`config.mk`:
```
export PLATFORM = sky130hd
export DESIGN_NAME = rsa_word_framer
export DESIGN_NICKNAME = d
export VERILOG_FILES = /design/src/rtl/rsa_word_framer.sv
export SDC_FILE = /design/constraint.sdc
export NUM_CORES = 1
export LEC_CHECK = 0
export BUFFER_PORTS_ARGS = -buffer_cell sky130_fd_sc_hd__buf_2
export CAP_MARGIN = 5
export CORE_ASPECT_RATIO = 0.5
export CORE_UTILIZATION = 51
export DETAILED_ROUTE_END_ITERATION = 10
export HOLD_SLACK_MARGIN = 0.02
export PLACE_DENSITY_LB_ADDON = 0.08
export SYNTH_ARGS = -nofsm -noshare
export SYNTH_HDL_FRONTEND = slang
export SYNTH_SLANG_ARGS = --single-unit
```
`constraint.sdc`:
```
create_clock -name clk_in -period 2.8 [get_ports clk_in]
set_input_delay 0.28 -clock clk_in [delete_from_list [all_inputs] [get_ports clk_in]]
set_output_delay 0.28 -clock clk_in [all_outputs]
set_load 0.05 [all_outputs]
```
`src/rtl/rsa_word_framer.sv`:
```
// RSA word framer: packs incoming bytes into WIDTH-bit words, checks each
// word against the current modulus, hands accepted words (with a latched
// copy of the key) to an exponentiation stage, then serialises the result
// back out as bytes, MSB first.
//
// state   | meaning
// --------+------------------------------------------------------------
// COLLECT | shifting in message bytes, waiting for a full word
// LAUNCH  | one-cycle start pulse to the exponentiation stage
// WAIT    | waiting for the exponentiation result pulse
// SEND    | emitting result bytes, stalled while the sink is busy

module rsa_word_framer #(
    parameter int WIDTH = 16
) (
    input  logic             clk_in,
    input  logic             rst_in,
    input  logic [7:0]       byte_in,
    input  logic             byte_valid_in,
    input  logic [WIDTH-1:0] key_exponent_in,
    input  logic [WIDTH-1:0] key_modulus_in,
    output logic [WIDTH-1:0] exp_value_out,
    output logic [WIDTH-1:0] exp_exponent_out,
    output logic [WIDTH-1:0] exp_modulus_out,
    output logic             exp_ready_out,
    input  logic             exp_valid_in,
    input  logic [WIDTH-1:0] exp_result_in,
    output logic [7:0]       byte_out,
    output logic             byte_valid_out,
    input  logic             tx_busy_in,
    output logic             busy_out,
    output logic             error_out,
    output logic             overrun_out
);

    localparam int BYTES = WIDTH / 8;
    localparam int CW    = $clog2(BYTES + 1);
    localparam logic [CW-1:0] LAST_IDX = CW'(BYTES - 1);

    localparam logic [1:0] ST_COLLECT = 2'd0;
    localparam logic [1:0] ST_LAUNCH  = 2'd1;
    localparam logic [1:0] ST_WAIT    = 2'd2;
    localparam logic [1:0] ST_SEND    = 2'd3;

    logic [1:0]       state_q, state_d;
    logic [CW-1:0]    cnt_q, cnt_d;
    // Only the low WIDTH-8 bits of a partial word are ever needed: the
    // final byte completes the word combinationally.
    logic [WIDTH-9:0] part_q, part_d;
    logic [WIDTH-1:0] value_q, value_d;
    logic [WIDTH-1:0] expo_q, expo_d;
    logic [WIDTH-1:0] mod_q, mod_d;
    logic [WIDTH-1:0] res_q, res_d;
    logic             err_q, err_d;
    logic             ovr_q, ovr_d;
    logic [WIDTH-1:0] full_word;
    logic             send_now;

    assign full_word = {part_q, byte_in};
    assign send_now  = (state_q == ST_SEND) && !tx_busy_in;

    // Next-state and datapath update for all four states.
    always_comb begin
        state_d = state_q;
        cnt_d   = cnt_q;
        part_d  = part_q;
        value_d = value_q;
        expo_d  = expo_q;
        mod_d   = mod_q;
        res_d   = res_q;
        err_d   = 1'b0;
        ovr_d   = byte_valid_in && (state_q != ST_COLLECT);

        case (state_q)
            ST_COLLECT: begin
                if (byte_valid_in) begin
                    if (cnt_q == LAST_IDX) begin
                        cnt_d  = '0;
                        part_d = '0;
                        if (full_word < key_modulus_in) begin
                            value_d = full_word;
                            expo_d  = key_exponent_in;
                            mod_d   = key_modulus_in;
                            state_d = ST_LAUNCH;
                        end else begin
                            err_d = 1'b1;
                        end
                    end else begin
                        cnt_d  = cnt_q + 1'b1;
                        part_d = full_word[WIDTH-9:0];
                    end
                end
            end
            ST_LAUNCH: begin
                state_d = ST_WAIT;
            end
            ST_WAIT: begin
                if (exp_valid_in) begin
                    res_d   = exp_result_in;
                    cnt_d   = '0;
                    state_d = ST_SEND;
                end
            end
            ST_SEND: begin
                if (send_now) begin
                    res_d = {res_q[WIDTH-9:0], 8'h00};
                    if (cnt_q == LAST_IDX) begin
                        cnt_d   = '0;
                        state_d = ST_COLLECT;
                    end else begin
                        cnt_d = cnt_q + 1'b1;
                    end
                end
            end
            default: begin
                state_d = ST_COLLECT;
                cnt_d   = '0;
            end
        endcase
    end

    // Register update with synchronous active-low reset.
    always_ff @(posedge clk_in) begin
        if (!rst_in) begin
            state_q <= ST_COLLECT;
            cnt_q   <= '0;
            part_q  <= '0;
            value_q <= '0;
            expo_q  <= '0;
            mod_q   <= '0;
            res_q   <= '0;
            err_q   <= 1'b0;
            ovr_q   <= 1'b0;
        end else begin
            state_q <= state_d;
            cnt_q   <= cnt_d;
            part_q  <= part_d;
            value_q <= value_d;
            expo_q  <= expo_d;
            mod_q   <= mod_d;
            res_q   <= res_d;
            err_q   <= err_d;
            ovr_q   <= ovr_d;
        end
    end

    // Output decode; byte_valid_out follows tx_busy_in within the cycle.
    always_comb begin
        exp_value_out    = value_q;
        exp_exponent_out = expo_q;
        exp_modulus_out  = mod_q;
        exp_ready_out    = (state_q == ST_LAUNCH);
        byte_out         = res_q[WIDTH-1:WIDTH-8];
        byte_valid_out   = send_now;
        busy_out         = (state_q != ST_COLLECT);
        error_out        = err_q;
        overrun_out      = ovr_q;
    end

endmodule
```
After elaboration in Yosys (flattened, before gate mapping)
Index checks and enable logic that the tools add are counted.

Bits in registers: 78. Input bits: 61. Output and inout bits: 61. Logic and storage cells: 51.

Add/sub/neg operators: 1. Magnitude comparators: 1. Equal/unequal tests: 10. Mux-type cells: 17. Reductions and logical operators: 13.

Operators with widths (count): 2-to-1 mux 16 bit (2); case mux 16 bit (2 select lines) (1); 2-to-1 mux 2 bit (10); < comparator 16 bit (1); AND reduction 4 bit (3); != test 2 bit (second input constant) (5); 2-to-1 mux 8 bit (1); case mux 2 bit (4 select lines) (1); case mux 2 bit (3 select lines) (1); AND reduction 6 bit (1); == test 2 x 1 -> 1 bit (second input constant) (2); == test 2 bit (second input constant) (2); nonzero test 2 bit (2); AND reduction 3 bit (1); nonzero test 3 bit (1); adder 2 x 1 -> 2 bit (second input constant) (1); logical AND 1 bit (2); logical NOT 2 bit (1); != test 2 x 1 -> 1 bit (second input constant) (1); AND reduction 2 bit (1); logical NOT 1 bit (1); 2-to-1 mux 1 bit (1).

Logic depth before layout (Yosys ltp)
Depth in word-level cells: 5. Mapped depth: 9. Depth with buffers taken out: 7.

Worst setup path after synthesis
OpenSTA, ideal clock, no wires.

Kind: register -> register. Start: register part_q[7]. End: register mod_q[0], in the netlist exp_modulus_out[0]. Setup time: 0.119 ns. Arrival: 1.892 ns. Required time: 2.681 ns. Path slack: 0.789 ns. Cell stages (with the launch flop): 9. Path buffers: 2. Clock period less this slack: 2.011 ns. Cell sequence: dfxtp_1 -> ha_1 -> nand4_1 -> or3_4 -> o32a_1 -> buf_6 -> buf_4 -> nand3_1 -> a21boi_1.

Longest elaborated chain between the ends: 2.

Ends and longest elaborated chain: start: declaration (RTL line 49) `logic [WIDTH-9:0] part_q, part_d;`; start signal: assignment (RTL line 137) `part_q <= part_d;`; < comparator 16 bit (RTL line 80) `if (full_word < key_modulus_in) begin`; AND reduction 4 bit (no source line); end signal: assignment (RTL line 140) `mod_q <= mod_d;`; end: declaration (RTL line 52) `logic [WIDTH-1:0] mod_q, mod_d;`.

Every way passes these cells. A chain may end at the register's enable or synchronous reset.

Worst setup path in the final report
Start: register part_q[6]. End: register expo_q[1], in the netlist exp_exponent_out[1].

Longest elaborated chain between the ends: 2.

Ends and longest elaborated chain: < comparator 16 bit (RTL line 80); AND reduction 4 bit (no source line); end signal: assignment (RTL line 139) `expo_q <= expo_d;`; end: declaration (RTL line 51) `logic [WIDTH-1:0] expo_q, expo_d;`.

Every way passes these cells.

==> impl_results.md <==
- Vias: 3365
- Average wire per standard cell: 15.3 um
- Clock insertion delay at the later pin of the skew report: 0.34 ns
- Multi-input combinational cell area: 1920 um^2
- Final min period: 2.36 ns
- Clk slew on worst S/H paths: 0.05 ns
- Num ports: 122
- Internal power: 2370 uW
- CP Data Arrival Time: 2.58 ns
- Adder-Cell Fraction of Synth Area: 6.29%
- CTS tree: yes
- Status: completed
- Clk buf depth: 2
- Nets@finish: 593
- Core Area: 6910 um^2
- Post-synthesis compound-gate area fraction: 26.6%
- Hold-fix buffers at CTS: 0
- Area leader, netlist: dfxtp_1
- Unrepaired setup endpoints after global routing: no
- Post-synth EDFFs: 0
- Psw: 1470 uW
- Die Width: 124 um
- Max-slew violations: 0
- Gr ovfl total: 0
- CTS HTree Levels: 3
- Xor/xnor share of the synthesized area: 0%
- FF+latch count, synth: 78
- DP HPWL: 6.17 mm
- Worst EP required: 3.02 ns
- DP Area: 4370 um^2
- Initial core utilization: 54.7%
- Final setup fails: 0
- Residual DRC count: 0
- Final antenna-violating net count: 0
- Antenna fix cells: 0
- Site row count: 21
- Synth async-reset ratio: 0%
- Final worst clock skew: 0.00406 ns
- Ys flop type: dfxtp_1
- Hold Vio Cnt, Final: 0
- CTS root buf: clkbuf_16
- Total of max-cap violations: 0
- Critical path class: reg2reg
- Setup crit start kind: flop
- Yosys warning count: 0
- Power Density: 826 nW/um^2
- First-pass GRT wire length: 15.1 mm
- Clk pwr share: 29.2%
- Sequential power share: 35.4%
- Final Cycle Share: 84.1%
- Post_cts resized: 0
- Post-synthesis simple-gate area fraction: 15.3%
- Most common cell after layout, fill and taps aside: buf_2
- Vias/cell: 5.54
- Max transition margin: 38.5%
- Initial DRT Pass Iterations: 4
- Largest net degree at the start of global routing: 59
- Leak Pwr: 0.00212 uW
- Post-route cell area: 4640 um^2
- Most frequent cells in the layout: buf_2 (121), dfxtp_1 (78), nand3_1 (49)
- Largest family of logic cells by synthesized area: compound AO/OA/AOI/OAI gates
- Setup Buffers After CTS: 0
- Crit end category: flop
- CTS Buf Count: 9
- Area Overhead vs Synth: 22.9%
- Hold Crit Class: in2reg
- DRT Wirelength: 9.29 mm
- Number of global-route vias before repair: 3151
- Least-Margin Pin Slew: 0.923 ns
- Syn avg cell area: 9.19 um^2
- Initial DRC Count: 248
- Achievable Freq: 0.424 GHz
- Port-buffer cells: 121
- Mux contribution to synthesized area: 2.38%
- Initial antenna violation count: 0
- Placer Congestion: 0.805
- Crit Path Max Fanout: 48
- Share of cells above drive strength 1: 29.7%
- Clock net sink count: 78
- Sw Share: 38.2%
- IR drop worst, VDD: 427 uV
- Netlist cell types: 47
- Post-synthesis net count: 491
- Comb power frac: 35.4%
- Full die area: 7780 um^2
- Setup TNS: 0 ns
- Syn Std Cell Area: 3780 um^2
- Synth top area cells: dfxtp_1 (41%), nand3_1 (6.5%), ha_1 (6.3%)
- Filler cell count: 609
- Die Ht: 62.9 um
- Seq/Total Area, Yosys: 41.3%
- Cells after Synth: 411
- Overall Global Routing Usage: 25.3%
- Sequential cell area: 1560 um^2
- Yosys top cell area share: 41.3%
==> final cells by class <==
cell class	count	area share, %
Tap cell	92	2.48
Sequential cell	78	33.6
Clock buffer	11	5.23
Clock inverter	2	0.755
Inverter	19	1.54
Timing Repair Buffer	130	15.0
Multi-Input combinational cell	275	41.3
==> power by group through the flow <==
stage                     clock (uW)  sequential, uW  combinational, uW
after floorplan                    0            1650                792
after global placement             0            1370               1340
after detailed placement           0            1380               1350
after CTS                       1140            1360               1360
after global routing            1200            1380               1480
final                           1120            1360               1360
==> metal layers <==
| layer | part of all wire (%) | wire length [um] | global-route usage [%] | up-vias |
|---|---|---|---|---|
| li1 | - | - | - | 1667 |
| met1 | 49 | 4530 | 33.3 | 1572 |
| met2 | 43 | 3970 | 38.5 | 117 |
| met3 | 7.5 | 700 | 9.40 | 9 |
| met4 | 0.92 | 85 | 7.08 | 0 |
| met5 | 0 | 0 | 0 | - |
==> stage by stage <==
stage                     setup slack (ns)  hold slack, ns  power [uW]  instances  utilization (%)
final                                0.444           0.195        3830        607             67.2
after global routing                 0.294           0.201        4050        607             67.2
after CTS                            0.491           0.185        3860        607             67.2
after detailed placement             0.402           0.464        2730        594             63.2
after global placement               0.452           0.459        2710        594             63.2
after floorplan                      0.789           0.427        2450        411                -
==> worst max-delay path, stage by stage, from the launching register on <==
cell,delay [ns]
dfxtp_1,0.39
ha_1,0.27
nand4_1,0.19
o21bai_1,0.22
or4_4,0.79
o21ai_0,0.29
a21boi_1,0.09
==> state kept, by name, indices dropped and copies added (netlist names) <==
| name | cells |
|---|---|
| cnt_q | 2 |
| error_out | 1 |
| exp_exponent_out | 16 |
| exp_modulus_out | 16 |
| exp_value_out | 16 |
| overrun_out | 1 |
| part_q | 8 |
| res_q | 16 |
| state_q | 2 |
==> synthesized netlist by cell type, drive strengths merged, types with 2 or more instances <==
library cell	instances
nand3	50
o21a	2
clkbuf	14
a22oi	16
o21ai	52
a21boi	49
ha	19
a21oi	5
mux2i	9
nor2	7
and3	2
buf	25
o211a	8
nand2b	3
nand2	14
dfxtp	78
nor2b	17
nor4	3
inv	19
nand4	3
==> cells by family after synthesis <==
group | count (synthesis)
muxes | 9
adders and majority gates | 19
AOI/OAI and AO/OA | 142
DFF | 78
buffers and inverters | 58
and+or+nand+nor | 105
==> final timing paths <==
| check | from | end | slack [ns] | depth (start not counted) |
|---|---|---|---|---|
| hold reg to reg | exp_exponent_out[15] | exp_exponent_out[15] | 0.47 | 2 |
| setup reg to reg | part_q[6] | exp_exponent_out[1] | 0.44 | 6 |
| setup / recovery | part_q[6] | exp_exponent_out[1] | 0.44 | 6 |
| hold / removal | key_exponent_in[1] | exp_exponent_out[1] | 0.19 | 3 |
(Power assumes the default switching activity.)
